**src/rtl/game_input_pkg.sv**
```systemverilog
// Shared types and constants for the game button input path.
package game_input_pkg;

    localparam int NUM_BTN   = 5;
    localparam int BTN_UP    = 0;
    localparam int BTN_RIGHT = 1;
    localparam int BTN_DOWN  = 2;
    localparam int BTN_LEFT  = 3;
    localparam int BTN_NEW   = 4;

    typedef enum logic [2:0] {
        DIR_UP    = 3'd0,
        DIR_RIGHT = 3'd1,
        DIR_DOWN  = 3'd2,
        DIR_LEFT  = 3'd3,
        DIR_NEW   = 3'd4
    } move_dir_t;

    typedef enum logic {
        ST_IDLE  = 1'b0,
        ST_OFFER = 1'b1
    } arb_state_t;

endpackage

```
**src/rtl/press_latch.sv**
```systemverilog
// Per-button rising-edge detect and pending flag; a new press or repeat wins over a same-cycle grant.
module press_latch (
    input  logic clk,
    input  logic rst_n,
    input  logic level,
    input  logic grant,
    input  logic rep_set,
    output logic pending
);

    logic prev;
    logic press;

    assign press = level & ~prev;

    always_ff @(posedge clk) begin
        if (!rst_n) begin
            prev    <= 1'b0;
            pending <= 1'b0;
        end else begin
            prev <= level;
            if (press || rep_set) begin
                pending <= 1'b1;
            end else if (grant) begin
                pending <= 1'b0;
            end
        end
    end

endmodule

```
**src/rtl/move_input_arbiter.sv**
```systemverilog
// Button presses to a valid/ready stream of move commands; new game first, round-robin among directions.
// Optional hold-to-repeat for direction buttons when AUTO_REPEAT_EN is defined.
//
//   state    | meaning
//   ST_IDLE  | arbitrate pending flags, load move_dir with the winner
//   ST_OFFER | move_valid high, move_dir frozen until move_ready
module move_input_arbiter
    import game_input_pkg::*;
#(
    parameter int REPEAT_DELAY = 12_500_000,
    parameter int REPEAT_RATE  = 3_750_000
) (
    input  logic               clk,
    input  logic               rst_n,
    input  logic [NUM_BTN-1:0] btn_level,
    output logic               move_valid,
    output logic [2:0]         move_dir,
    input  logic               move_ready
);

    if (REPEAT_DELAY < 2 || REPEAT_DELAY > 24'hFF_FFFF ||
        REPEAT_RATE  < 2 || REPEAT_RATE  > 24'hFF_FFFF) begin : g_bad_repeat_cfg
        $error("move_input_arbiter: repeat parameters out of range");
    end

    arb_state_t         state_q, state_d;
    move_dir_t          move_dir_q, move_dir_d;
    move_dir_t          winner;
    logic [1:0]         last_dir_q, last_dir_d;
    logic [NUM_BTN-1:0] pending;
    logic [NUM_BTN-1:0] grant;
    logic [NUM_BTN-1:0] rep_set;
    logic [3:0]         dir_pending;
    logic               handshake;

    for (genvar i = 0; i < NUM_BTN; i++) begin : g_latch
        press_latch u_press_latch (
            .clk     (clk),
            .rst_n   (rst_n),
            .level   (btn_level[i]),
            .grant   (grant[i]),
            .rep_set (rep_set[i]),
            .pending (pending[i])
        );
    end

    assign dir_pending = {pending[BTN_LEFT], pending[BTN_DOWN], pending[BTN_RIGHT], pending[BTN_UP]};
    assign handshake   = (state_q == ST_OFFER) && move_ready;
    assign move_valid  = (state_q == ST_OFFER);
    assign move_dir    = move_dir_q;

    // Round-robin search starts just after the last granted direction.
    always_comb begin
        logic [1:0] idx;
        logic       found;
        idx    = '0;
        found  = 1'b0;
        winner = DIR_UP;
        if (pending[BTN_NEW]) begin
            winner = DIR_NEW;
        end else begin
            for (int i = 1; i <= 4; i++) begin
                idx = last_dir_q + 2'(i);
                if (!found && dir_pending[idx]) begin
                    winner = move_dir_t'({1'b0, idx});
                    found  = 1'b1;
                end
            end
        end
    end

    always_comb begin
        state_d    = state_q;
        move_dir_d = move_dir_q;
        last_dir_d = last_dir_q;
        grant      = '0;
        case (state_q)
            ST_IDLE: begin
                if (|pending) begin
                    state_d    = ST_OFFER;
                    move_dir_d = winner;
                end
            end
            ST_OFFER: begin
                if (move_ready) begin
                    grant[move_dir_q] = 1'b1;
                    if (move_dir_q != DIR_NEW) begin
                        last_dir_d = move_dir_q[1:0];
                    end
                    state_d = ST_IDLE;
                end
            end
            default: state_d = ST_IDLE;
        endcase
    end

    always_ff @(posedge clk) begin
        if (!rst_n) begin
            state_q    <= ST_IDLE;
            move_dir_q <= DIR_UP;
            last_dir_q <= 2'd3;
        end else begin
            state_q    <= state_d;
            move_dir_q <= move_dir_d;
            last_dir_q <= last_dir_d;
        end
    end

`ifdef AUTO_REPEAT_EN
    localparam logic [23:0] DELAY_TC = 24'(REPEAT_DELAY - 1);
    localparam logic [23:0] RATE_TC  = 24'(REPEAT_RATE - 1);

    logic [23:0] rep_cnt;
    logic [1:0]  rep_btn;
    logic        rep_active;
    logic        rep_first;
    logic        retrack;
    logic        rep_fire;

    // Granting the tracked button again (a repeat) must not restart the hold timing.
    assign retrack  = handshake &&
                      (move_dir_q == DIR_NEW || !rep_active || move_dir_q[1:0] != rep_btn);
    assign rep_fire = rep_active && !retrack && btn_level[rep_btn] &&
                      (rep_cnt == (rep_first ? DELAY_TC : RATE_TC));
    assign rep_set  = NUM_BTN'(rep_fire) << rep_btn;

    always_ff @(posedge clk) begin
        if (!rst_n) begin
            rep_cnt    <= '0;
            rep_btn    <= '0;
            rep_active <= 1'b0;
            rep_first  <= 1'b0;
        end else if (retrack) begin
            rep_active <= (move_dir_q != DIR_NEW);
            rep_btn    <= move_dir_q[1:0];
            rep_cnt    <= '0;
            rep_first  <= 1'b1;
        end else if (rep_active) begin
            if (!btn_level[rep_btn]) begin
                rep_active <= 1'b0;
                rep_cnt    <= '0;
            end else if (rep_fire) begin
                rep_cnt   <= '0;
                rep_first <= 1'b0;
            end else begin
                rep_cnt <= rep_cnt + 24'd1;
            end
        end
    end
`else
    assign rep_set = '0;
`endif

endmodule

```
**config.mk**
```make
export PLATFORM = sky130hd
export DESIGN_NAME = move_input_arbiter
export DESIGN_NICKNAME = d
export VERILOG_FILES = /design/src/rtl/game_input_pkg.sv /design/src/rtl/press_latch.sv /design/src/rtl/move_input_arbiter.sv
export SDC_FILE = /design/constraint.sdc
export NUM_CORES = 1
export LEC_CHECK = 0
export CAP_MARGIN = 30
export CORE_MARGIN = 5
export CORE_UTILIZATION = 52
export CTS_CLUSTER_DIAMETER = 40
export DETAILED_ROUTE_END_ITERATION = 8
export HOLD_SLACK_MARGIN = 0.03
export PLACE_DENSITY = 0.84
export SETUP_SLACK_MARGIN = 0.1
export SKIP_CTS_REPAIR_TIMING = 1
export SLEW_MARGIN = 20
export SYNTH_ARGS = -nofsm -noshare
export SYNTH_HDL_FRONTEND = slang
export SYNTH_SLANG_ARGS = --single-unit
```
**constraint.sdc**
```tcl
create_clock -name clk -period 4.4 [get_ports clk]
set_clock_uncertainty 0.05 [all_clocks]
set_input_delay 1.1 -clock clk [delete_from_list [all_inputs] [get_ports clk]]
set_output_delay 1.1 -clock clk [all_outputs]
set_load 0.02 [all_outputs]
```
**After elaboration in Yosys (flattened, before gate mapping)**

Index checks and enable logic that the tools add are counted.

- Input bits: 8
- Bits in registers: 16
- Word-level logic and storage cells: 85
- Output and inout bits: 4

- Mux-type cells: 36
- Order comparisons: 6
- Bitwise logic cells: 11
- Eq/ne operators: 1
- Add/sub/neg operators: 3
- Reductions and logical operators: 15

Operators by type and width:

| cell | count |
|---|---|
| 2-to-1 mux 1 bit | 23 |
| < comparator 2 x 3 -> 1 bit (second input constant) | 4 |
| 2-to-1 mux 3 bit | 4 |
| 2-to-1 mux 5 bit | 2 |
| nonzero test 2 bit | 5 |
| binary-select mux 1 bit (select 2 bit) | 4 |
| NOT 1 bit | 6 |
| bitwise AND 1 bit | 5 |
| OR reduction 5 bit | 1 |
| adder 2 bit (second input constant) | 2 |
| logical AND 1 bit | 4 |
| < comparator 3 x 4 -> 1 bit (second input constant) | 1 |
| demux 1 bit (select 3 bit) | 1 |
| greater-or-equal comparator 3 x 1 -> 1 bit (second input constant) | 1 |
| zero test 1 bit | 3 |
| != test 3 bit (second input constant) | 1 |
| AND reduction 3 bit | 1 |
| adder 2 x 1 -> 2 bit (second input constant) | 1 |
| 2-to-1 mux 2 bit | 1 |
| one-hot mux 1 bit (2 select lines) | 1 |
| AND reduction 2 bit | 1 |

**Longest topological paths before layout**

- Depth after elaboration: 17
- Gate-level depth with buffers: 4
- Depth with buffers taken out: 4

**Hierarchy**

Synthesis repeated with hierarchy kept, for this count alone.

- Cells, all modules: 77
- Area, all modules: 725.7 um^2

By module, submodules not included:

| module | seq. area each (um^2) | cells an instance | times used | area an instance (um^2) |
|---|---|---|---|---|
| move_input_arbiter | 120.1 | 47 | 1 | 387.9 |
| press_latch | 40.0 | 6 | 5 | 67.6 |

**Least setup slack after synthesis**

OpenSTA, ideal clock, no wires.

- Path kind: input to register
- Start point: input move_ready
- End point: register g_latch[0].u_press_latch.pending
- Arrival time: 1501 ps
- Library setup time: 130 ps
- Setup slack: 2719 ps
- Cell stages on the path: 3
- Data required time: 4220 ps
- Buffers on the path: 0
- Cell sequence: nand2_1 > o41ai_1 > a21boi_0

- Word-level cells in the longest chain between the ends: 3

RTL lines:

| what | line | source |
|---|---|---|
| from (decl) | move_input_arbiter.sv:18 | `input logic move_ready` |
| 2-to-1 mux 5 bit | move_input_arbiter.sv:85 | `if (move_ready) begin` |
| 2-to-1 mux 5 bit | move_input_arbiter.sv:77 | `case (state_q)` |
| nonzero test 2 bit (no source line) | n/a |  |
| to (signal assigned) | press_latch.sv:19 | `pending <= 1'b0;` |
| to (signal assigned) | press_latch.sv:23 | `pending <= 1'b1;` |
| to (signal assigned) | press_latch.sv:25 | `pending <= 1'b0;` |
| to (decl) | press_latch.sv:8 | `output logic pending` |

Every way passes these cells.
A chain may end at the register's enable or synchronous reset.

**Final worst setup path**

- Start point: register move_dir_q[2], in the netlist move_dir[2]
- End point: output move_dir[2]

RTL lines:

| what | line | source |
|---|---|---|
| from (decl) | move_input_arbiter.sv:27 | `move_dir_t move_dir_q, move_dir_d;` |
| from (signal assigned) | move_input_arbiter.sv:104 | `move_dir_q <= move_dir_d;` |
| to (decl) | move_input_arbiter.sv:17 | `output logic [2:0] move_dir,` |

No word-level cell between the ends.

==> metrics.md <==
| Metric | Value |
|---|---|
| Outcome | completed |
| Synth Register Bits | 16 |
| Worst setup margin | 1.879 ns |
| Pre-CTS setup slack | 1.917 ns |
| Vias in the first global route | 483 |
| Clock sink total | 16 |
| Startpoint type of the worst setup path | flop |
| Register area share after synthesis | 0.4697 |
| Largest net degree at the start of global routing | 18 |
| Starting DRT DRC Count | 15 |
| Clock slew at reported path FFs | 0.09 ns |
| EDFF count, synth | 0 |
| Drt first pass iters | 4 |
| Fin util | 0.6538 |
| Core ar. | 0.001269 mm² |
| CTS tree | built |
| Die height | between 40 and 50 µm |
| Clock power frac | 0.255 |
| Worst path required time | around 3.3 ns |
| Period Utilization, post-route | 0.5729 |
| Hpwl dp | 869.8 µm |
| Share of layout cells above drive strength 1 | 0.07229 |
| Predominant post-synthesis flop cell | dfxtp_1 |
| Crit path cell chain | clkdlybuf4s50_1 |
| Die area | 0.002135 mm² |
| RSZ-0062 raised after global routing | false |
| Critical Path AT | 1.37 ns |
| Gr ovfl total | 0 |
| Tightest Pin Transition | 0.4613 ns |
| WP buf/inv | 1 |
| Top Family by Delay on Critical Path | buffers and inverters |
| Most frequent cell after synthesis | dfxtp_1 |
| Syn Inst Count | 70 |
| Crit path time final | 2.521 ns |
| H-Tree Level Count | 1 |
| Drt drc | 0 |
| TNS Setup | 0 ns |
| Area share of the largest cell type after synthesis | 0.4697 |
| RD Place Congestion | 0.8159 |
| I/O pins | 12 |
| Pwr dens | 357.1 mW/mm² |
| Fillers | ~110 |
| Switching part of the total | 0.2647 |
| Vias | 536 |
| Asr flop ratio synth | 0 |
| Crit-path max cell delay | 0.65 ns |
| Distinct cells, synth | 28 |
| WS Path Type | reg2out |
| Max_cap viols | 0 |
| Clock Latency Late Sink | 0.28 ns |
| Initial antenna violation count | 0 |
| Yosys synthesis warning count | 0 |
| N_diodes | 0 |
| DIE WIDTH | 46.21 µm |
| Crit-path max FO | 7 |
| Comb pwr share | 0.173 |
| Initial Util | 0.5375 |
| First-pass GRT wire length | around 2100 µm |
| Internal | around 0.22 mW |
| Max-slew headroom | 0.6915 |
| WL/cell | about 13 µm |
| Cell row count | 13 |
| GR Util All Layers | 0.1368 |
| Fmax | roughly 400 MHz |
| Clock Path Buffers | 2 |
| Flop pwr share | 0.573 |
| TritonCTS buffer count | 3 |
| Antenna viol nets, final | 0 |
| Netlist Area Pre-Place | slightly below 700 µm² |
| Synth top cells by count | 16 x dfxtp_1, 6 x nand2b_1, 5 x a21boi_0, 5 x and2_1, 5 x nand2_1 |
| CP endpoint kind | primary output |
| # port buffers | 11 |
| Max IR drop VDD | 0.2302 mV |
| Slew Limit Fails | 0 |
| Clock Root Buffer | clkbuf_4 |
| Largest area contributor in the netlist | dfxtp_1 |
| Layout Area Growth over Synthesis | 21.65% |
| Slowest-stage cell, CP | clkdlybuf4s50_1 |
| DR vias/cell | 5.469 |
| Hold Vio Cnt, Final | 0 |
| Final nets | 93 |
| Final setup violation count | 0 |
| Hold crit path type | reg2reg |
| Sw Pwr | about 0.078 mW |
| Final WL | between 1000 and 1500 µm |
| Synth top area cells | dfxtp_1 47%, a21boi_0 5.5%, nand2b_1 5.5% |
| Pleak | around 0.31 nW |
| Mapped Nets | a little under 80 |
| Syn avg cell area | 9.741 µm² |
==> kinds of logic after synthesis <==
group                  count (synthesis)  synth area share
AND/OR/NAND/NOR                       29            0.2606
multiplexers                           1           0.01468
AO/OA/AOI/OAI                         21            0.2386
buffers and inverters                  3           0.01651
flip-flops                            16            0.4697
==> layer usage <==
layer	global-route usage	part of all wire
met1	0.1854	0.50
met2	0.1978	0.44
met3	0.03516	0.045
met4	0.06818	0.011
met5	0	0
==> path summary, 6_finish.rpt <==
check	slack (ns)	cells past startpoint	endpoint	from
setup reg to reg	2.88	4	move_dir[1]	g_latch[2].u_press_latch.pending
setup / recovery	1.88	1	move_dir[2]	move_dir[2]
hold reg to reg	0.45	2	g_latch[2].u_press_latch.pending	g_latch[2].u_press_latch.prev
hold / removal	0.45	2	g_latch[2].u_press_latch.pending	g_latch[2].u_press_latch.prev
==> state kept, by name (all words and copies together) (netlist names) <==
signal,count
g_latch.u_press_latch.pending,5
g_latch.u_press_latch.prev,5
last_dir_q,2
move_dir,3
move_valid,1
==> worst register-to-register path, delay by kind of cell (launching register included) <==
| family | cells | cell delay [ns] |
|---|---|---|
| AOI/OAI and AO/OA | 2 | 0.36 |
| and+or+nand+nor | 2 | 0.69 |
| DFF | 1 | 0.37 |
==> power by group through the flow <==
stage               logic [mW]  clock network (mW)  registers, mW
floorplan               0.0296                   0          0.174
global placement        0.0509                   0          0.172
detailed placement      0.0513                   0          0.173
CTS                     0.0516              0.0775          0.170
global route            0.0562              0.0832          0.172
finish                  0.0511              0.0754          0.170
==> per-stage QoR <==
step	area (µm²)	instances	total power, mW	hold WS [ns]
floorplan	681.9	70	0.2032	0.4204
global placement	807.0	95	0.2234	0.4288
detailed placement	807.0	95	0.2244	0.4423
CTS	829.5	98	0.2987	0.4532
global route	829.5	98	0.3117	0.4849
finish	829.5	98	0.2962	0.4502
==> cell usage in the layout, fill, tap and decap left out <==
| cell type | Yosys | final |
|---|---|---|
| inv_1 | 2 | 2 |
| or4_4 | 1 | 1 |
| a21boi_1 | 1 | 1 |
| o221ai_1 | 1 | 1 |
| nand3_1 | 4 | 4 |
| mux2i_1 | 1 | 1 |
| nor4bb_1 | 1 | 1 |
| and2_1 | 5 | 5 |
| o41ai_1 | 2 | 2 |
| nand2_1 | 5 | 5 |
| o21ai_0 | 2 | 2 |
| o22ai_1 | 1 | 1 |
| nand3b_1 | 1 | 1 |
| a211o_1 | 1 | 1 |
| nor2b_1 | 1 | 1 |
| o21ba_4 | 1 | 1 |
| nand2b_1 | 6 | 6 |
| o31ai_1 | 3 | 3 |
| clkdlybuf4s50_1 | 0 | 11 |
| or3b_2 | 1 | 1 |
| dfxtp_1 | 16 | 16 |
| or2b_1 | 1 | 1 |
| nor3b_1 | 2 | 2 |
| o211ai_1 | 1 | 1 |
| a21boi_0 | 5 | 5 |
| nor2_1 | 1 | 1 |
| a21oi_1 | 2 | 2 |
| clkbuf_4 | 0 | 3 |
| o311a_1 | 1 | 1 |
==> layout make-up <==
class	count	area (µm²)	share of cell area
repair buffers	11	110.1	0.1327
multi-input cells	51	350.3	0.4223
flip-flops and latches	16	320.3	0.3861
inverters	2	7.507	0.009050
well taps	15	18.77	0.02262
clock buffers	3	22.52	0.02715
(Power assumes the default switching activity.)
